File: config.mk
export PLATFORM = sky130hd
export DESIGN_NAME = mmio_uart_tx
export DESIGN_NICKNAME = d
export VERILOG_FILES = /design/src/rtl/mmio_uart_tx.sv
export SDC_FILE = /design/constraint.sdc
export NUM_CORES = 1
export LEC_CHECK = 0
export ABC_AREA = 0
export CAP_MARGIN = 20
export CORE_UTILIZATION = 51
export CTS_CLUSTER_DIAMETER = 30
export CTS_CLUSTER_SIZE = 8
export DETAILED_ROUTE_END_ITERATION = 8
export GPL_TIMING_DRIVEN = 0
export HOLD_SLACK_MARGIN = 0.08
export PLACE_DENSITY = 0.8
export REMOVE_ABC_BUFFERS = 1
export SETUP_SLACK_MARGIN = 0.1
export SLEW_MARGIN = 30
export SYNTH_ARGS = -nofsm -noshare
export SYNTH_HDL_FRONTEND = slang
export SYNTH_SLANG_ARGS = --single-unit
File: constraint.sdc
create_clock -name iCLK -period 4.4 [get_ports iCLK]
set_input_delay 0.88 -clock iCLK [delete_from_list [all_inputs] [get_ports iCLK]]
set_output_delay 0.88 -clock iCLK [all_outputs]
set_load 0.05 [all_outputs]
File: src/rtl/mmio_uart_tx.sv
// mmio_uart_tx: bus-mapped 8N1 UART transmitter with a byte FIFO and a status/control register block
module mmio_uart_tx #(
    parameter logic [31:0] BASE_ADDR  = 32'hFF200100,
    parameter int          CLK_DIV    = 434,
    parameter int          FIFO_DEPTH = 8
) (
    input  logic        iCLK,
    input  logic        iRST,
    input  logic        iReadEnable,
    input  logic        iWriteEnable,
    input  logic [3:0]  iByteEnable,
    input  logic [31:0] iAddress,
    input  logic [31:0] iWriteData,
    output logic [31:0] oReadData,
    output logic        oTX,
    output logic        oBusy
);
    localparam int          AW     = $clog2(FIFO_DEPTH);
    localparam logic [AW:0] DEPTH  = (AW + 1)'(FIFO_DEPTH);
    localparam logic [15:0] RELOAD = 16'(CLK_DIV - 1);

    typedef enum logic [1:0] {IDLE, START, DATA, STOP} txState_t;

    logic [7:0]    fifo [FIFO_DEPTH];
    logic [AW-1:0] rdPtr, wrPtr;
    logic [AW:0]   count;
    logic          overflow, enable, tx;
    txState_t      state, nextState;
    logic [15:0]   baud, nextBaud;
    logic [2:0]    bitIdx, nextBitIdx;
    logic [7:0]    shift, nextShift;
    logic          hit, wrData, wrStatus, wrCtrl, flush, pop, push, full, empty;
    logic [6:0]    count7;
    logic          unusedBits;

    assign hit      = iAddress[31:4] == BASE_ADDR[31:4];
    assign wrData   = iWriteEnable && hit && iAddress[3:2] == 2'd0 && iByteEnable[0];
    assign wrStatus = iWriteEnable && hit && iAddress[3:2] == 2'd1 && iByteEnable[0];
    assign wrCtrl   = iWriteEnable && hit && iAddress[3:2] == 2'd2 && iByteEnable[0];
    assign flush    = wrCtrl && iWriteData[1];
    assign full     = count == DEPTH;
    assign empty    = count == '0;
    assign pop      = state == IDLE && enable && !empty;
    assign push     = wrData && !flush && (!full || pop);
    assign count7   = 7'(count);
    assign oBusy    = state != IDLE;
    assign oTX      = tx;
    assign unusedBits = ^{iAddress[1:0], iWriteData[31:8], iByteEnable[3:1]};

    assign oReadData = !(iReadEnable && hit) ? '0 :
                       iAddress[3:2] == 2'd1 ? {17'b0, count7, 4'b0, overflow, oBusy, empty, full} :
                       iAddress[3:2] == 2'd2 ? {31'b0, enable} : '0;

    always_ff @(posedge iCLK)
        if (push)
            fifo[wrPtr] <= iWriteData[7:0];

    always_ff @(posedge iCLK) begin
        if (iRST) begin
            rdPtr    <= '0;
            wrPtr    <= '0;
            count    <= '0;
            overflow <= 1'b0;
            enable   <= 1'b1;
            state    <= IDLE;
            baud     <= '0;
            bitIdx   <= '0;
            shift    <= '0;
            tx       <= 1'b1;
        end else begin
            if (flush) begin
                rdPtr <= '0;
                wrPtr <= '0;
                count <= '0;
            end else begin
                if (pop)  rdPtr <= rdPtr + AW'(1);
                if (push) wrPtr <= wrPtr + AW'(1);
                count <= count + (AW + 1)'(push) - (AW + 1)'(pop);
            end
            // a dropped push (full, no same-cycle pop) wins over a same-cycle clear
            overflow <= (wrData && !flush && !push) || (overflow && !(wrStatus && iWriteData[3]));
            if (wrCtrl) enable <= iWriteData[0];
            state  <= nextState;
            baud   <= nextBaud;
            bitIdx <= nextBitIdx;
            shift  <= nextShift;
            tx     <= nextState == START ? 1'b0 : nextState == DATA ? nextShift[0] : 1'b1;
        end
    end

    always_comb begin
        nextState  = state;
        nextBaud   = baud;
        nextBitIdx = bitIdx;
        nextShift  = shift;
        if (state == IDLE) begin
            if (pop) begin
                nextState = START;
                nextBaud  = RELOAD;
                nextShift = fifo[rdPtr];
            end
        end else if (baud != 16'd0) begin
            nextBaud = baud - 16'd1;
        end else begin
            nextBaud   = RELOAD;
            nextState  = state == START ? DATA : state == STOP ? IDLE : bitIdx == 3'd7 ? STOP : DATA;
            nextBitIdx = state == DATA ? bitIdx + 3'd1 : 3'd0;
            nextShift  = state == DATA ? shift >> 1 : shift;
        end
    end
endmodule
==> run_results.csv <==
group,metric,value,unit
sta,setup_ws,0.276,ns
floorplanning,die_extent_in_x,101,um
worst_setup_path,cp-start-kind,"primary input",
clock_network,numClockSinks,109,
pwr,max_vdd_drop,226,uV
worst_setup_path,worst-setup-path-type,"in -> out",
layout,multi_input_gate_area_in_the_final_layout,1970,um2
clock_network,ctsHtreeMaxLevel,3,
layout,finalCoreUtilization,0.607,
worst_setup_path,end_kind,"primary output",
run_status,status,"complete, no violations",
sta,timing.final.crit_share,0.937,
worst_setup_path,worst_path_most_repeated_cell,"sky130_fd_sc_hd__clkdlybuf4s50_1",
global_route,globalRoute.totalOverflow,0,
pwr,power.total,3.06,mW
synthesis,ys_seq_area_frac,0.564,
worst_setup_path,worstPathMaxFanout,2,
layout,num_antenna_cells,0,
place,placement.io_buffers,52,
worst_setup_path,crit-reg2reg-launch,"state[0]",
sta,grt_setup_unrepaired,"no",
place,post_dp_cell_area,5520,um2
routing,avgRoutedWirePerCell,15.9,um
routing,vias_per_cell,5.68,
synthesis,most_frequently_used_flop_master_after_synthesis,"sky130_fd_sc_hd__edfxtp_1",
worst_setup_path,cp.arrival,3.24,ns
synthesis,syn_inst_count,414,
sta,timing.setup.tns,0,ns
place,post-dp-hpwl,6.51,mm
synthesis,avg_inst_size_synth,12.1,um2
floorplanning,num_ports,106,
place,post-place-cells,576,
floorplanning,initial_core_util,0.534,
hold_path,hp-start,"bitIdx[1]",
floorplanning,fp_rows,35,
global_route,maximum_number_of_pins_on_one_net_before_global_route_repair,39,
global_route,grt_antenna_before_repair,0,
synthesis,netlist-cell-type-count,61,
worst_setup_path,critPathSlowestCell,"sky130_fd_sc_hd__clkdlybuf4s50_1",
layout,nNetsFinal,542,
worst_setup_path,worst_path_largest_cell_delay,0.81,ns
synthesis,asyncSetResetFlopFracSynth,0,
worst_setup_path,worst_setup_path_startpoint,"iAddress[4]",
worst_setup_path,critical_path.n_buffers_inverters,2,
synthesis,yosysWarningCount,0,
place,gp_congestion,0.802,
hold_path,worst_hold_path_type,"reg -> reg",
layout,final-seq-area,2820,um2
routing,detailroute.via_count,3365,
layout,final.fill_count,733,
pwr,total_power_divided_by_cell_area,537,nW/um2
routing,antenna_violating_nets_post_route,0,
routing,drt_iter0_drc,209,
place,post-place-ws,-0.123,ns
sta,period_minus_slack,4.12,ns
floorplanning,coreArea,9370,um2
floorplanning,die_h,101,um
global_route,globalRouteTotalUtil,0.197,
clock_network,clock_insertion_delay_worst_skew,0.38,ns
floorplanning,fp.dieArea,10200,um2
sta,timing.hold.ws,0.489,ns
sta,maxSlewViolCount,0,
synthesis,yosys_register_bits,109,
worst_setup_path,setup.reg_to_reg.worst_slack,1.26,ns
global_route,vias_in_the_first_global_route,3195,
clock_network,clock_pin_slew_on_the_worst_setup_and_hold_paths,0.11,ns
layout,postLayoutCellArea,5690,um2
routing,routed_wirelength,9.41,mm
synthesis,synth-edff-count,64,
clock_network,cts.hold.buffers_added,0,
clock_network,total_cts_buffers,9,
routing,detailedRoute.firstPassIterationCount,4,
worst_setup_path,cp_top_family,"buffers and inverters",
clock_network,max-clock-path-buffers,2,
layout,drive_gt1_frac,0.121,
worst_setup_path,crit_chain,"clkdlybuf4s50_1 -> or4_1 -> nor4_2 -> nand3_1 -> nor2_1 -> clkdlybuf4s50_1",
global_route,first_pass_grt_wire_length,15.2,mm
sta,report.final.hold_viol_count,0,
sta,setup_viol,0,
routing,drc,0,
synthesis,synthesis.area,5000,um2
clock_network,ctsRootBufferMaster,"sky130_fd_sc_hd__clkbuf_8",
pwr,power.static_leakage,1.96,nW
flow_run,drv.max_cap_violation_count,0,
sta,relSlewSlack,0.369,
sta,worstMarginPinSlew,0.946,ns
sta,clock-skew-final,0.0119,ns
worst_setup_path,timing.critical_path.required,3.52,ns
layout,final-instance-count-excl-fill,592,
clock_network,cts_tree,"yes",
layout,synthToLayoutAreaGrowth,13.8,%
sta,max_freq,0.242,GHz
[metal layers]
layer	part of all wire	track usage
met1	0.44	0.247
met3	0.051	0.0340
met4	0.016	0.0936
met2	0.50	0.333
met5	0	0
[what timing repair did]
action,in CTS,in global routing
resized for setup,7,14
buffers inserted,0,0
setup endpoints to repair,7,7
[logic make-up (layout without fill, tap and decap cells)]
group / count (synthesis) / after routing / share of synthesized area
simple gates: 141 / 141 / 0.152
fa+ha+maj: 12 / 12 / 0.0315
flops: 109 / 109 / 0.564
mux: 25 / 25 / 0.0900
xor+xnor: 5 / 5 / 0.00875
compound gates: 66 / 66 / 0.0913
buf+inv: 55 / 81 / 0.0615
other cells: 1 / 24 / 0.000749
[path summary, 6_finish.rpt]
| kind | to | depth (start not counted) |
|---|---|---|
| max reg2reg | count[3] | 10 |
| max | oReadData[0] | 6 |
| min reg2reg | bitIdx[1] | 2 |
| min | bitIdx[1] | 2 |
[cell usage after synthesis (all sizes together), types with 2 or more instances]
master   instances  area share
nor2b            3      0.0038
and4             3      0.0053
mux4            16       0.072
nand3b           2      0.0038
xor2             3      0.0053
or3              9       0.011
dfxtp           45        0.18
nand3           11       0.011
o21a             4      0.0060
a221oi           8       0.014
a21oi           18       0.018
nand2           20       0.015
edfxtp          64        0.38
mux2i            9       0.018
a211oi           3      0.0045
xnor2            2      0.0035
inv             12      0.0090
nand2b           4      0.0050
or2              2      0.0025
a31oi            7      0.0088
nor4             6       0.010
a32oi            2      0.0035
buf             33       0.045
nor3b            2      0.0050
nor2            47       0.035
o21ai            9      0.0098
nor3             7      0.0080
or4              4      0.0068
a2bb2oi          2      0.0035
nand4            7      0.0088
and3             3      0.0038
and2             6      0.0075
a21o             2      0.0030
clkbuf           9      0.0068
ha              11       0.028
a311oi           3      0.0065
[worst reg2reg max path: stages, from the launching register on]
cell                      delay (ns)
sky130_fd_sc_hd__dfxtp_1        0.39
sky130_fd_sc_hd__nor2_1         0.63
sky130_fd_sc_hd__nand3_1        0.52
sky130_fd_sc_hd__inv_1          0.38
sky130_fd_sc_hd__ha_1           0.25
sky130_fd_sc_hd__inv_1          0.06
sky130_fd_sc_hd__ha_1           0.26
sky130_fd_sc_hd__a21o_1         0.18
sky130_fd_sc_hd__a21oi_1        0.18
sky130_fd_sc_hd__xnor2_1        0.14
sky130_fd_sc_hd__nor2_1         0.05
[state kept, by name, summed over array words and instances (netlist names), named ones only]
| name | count |
|---|---|
| baud | 16 |
| bitIdx | 3 |
| count | 4 |
| enable | 1 |
| fifo | 64 |
| oTX | 1 |
| overflow | 1 |
| rdPtr | 3 |
| shift | 8 |
| state | 2 |
| wrPtr | 3 |
[where the power goes]
part / switching (mW) / internal (mW) / total, mW
clock network: 0.382 / 0.230 / 0.612
registers: 0.162 / 1.20 / 1.36
logic: 0.623 / 0.462 / 1.08
[final cells by class]
class | instances | share of cell area
sequential | 109 | 0.496
multi-input combinational | 273 | 0.346
timing repair buffer | 52 | 0.0844
tap | 129 | 0.0284
clock buffer | 9 | 0.0218
clock inverter | 7 | 0.0147
inverter | 13 | 0.00857
[cells in the final DEF, fill, tap and decap left out, drive strengths merged, types with 2 or more instances in the layout]
| cell | synthesis | final |
|---|---|---|
| a211oi | 3 | 3 |
| a21o | 2 | 2 |
| a21oi | 18 | 18 |
| a221oi | 8 | 8 |
| a2bb2oi | 2 | 2 |
| a311oi | 3 | 3 |
| a31oi | 7 | 7 |
| a32oi | 2 | 2 |
| and2 | 6 | 6 |
| and3 | 3 | 3 |
| and4 | 3 | 3 |
| clkbuf | 9 | 16 |
| clkdlybuf4s50 | 0 | 44 |
| clkinv | 1 | 4 |
| conb | 1 | 24 |
| dfxtp | 45 | 45 |
| edfxtp | 64 | 64 |
| ha | 11 | 11 |
| inv | 12 | 16 |
| mux2i | 9 | 9 |
| mux4 | 16 | 16 |
| nand2 | 20 | 20 |
| nand2b | 4 | 4 |
| nand3 | 11 | 11 |
| nand3b | 2 | 2 |
| nand4 | 7 | 7 |
| nor2 | 47 | 47 |
| nor2b | 3 | 3 |
| nor3 | 7 | 7 |
| nor3b | 2 | 2 |
| nor4 | 6 | 6 |
| o21a | 4 | 4 |
| o21ai | 9 | 9 |
| or2 | 2 | 2 |
| or3 | 9 | 9 |
| or4 | 4 | 4 |
| xnor2 | 2 | 2 |
| xor2 | 3 | 3 |
Note: power is estimated with default switching activity, not from simulation.
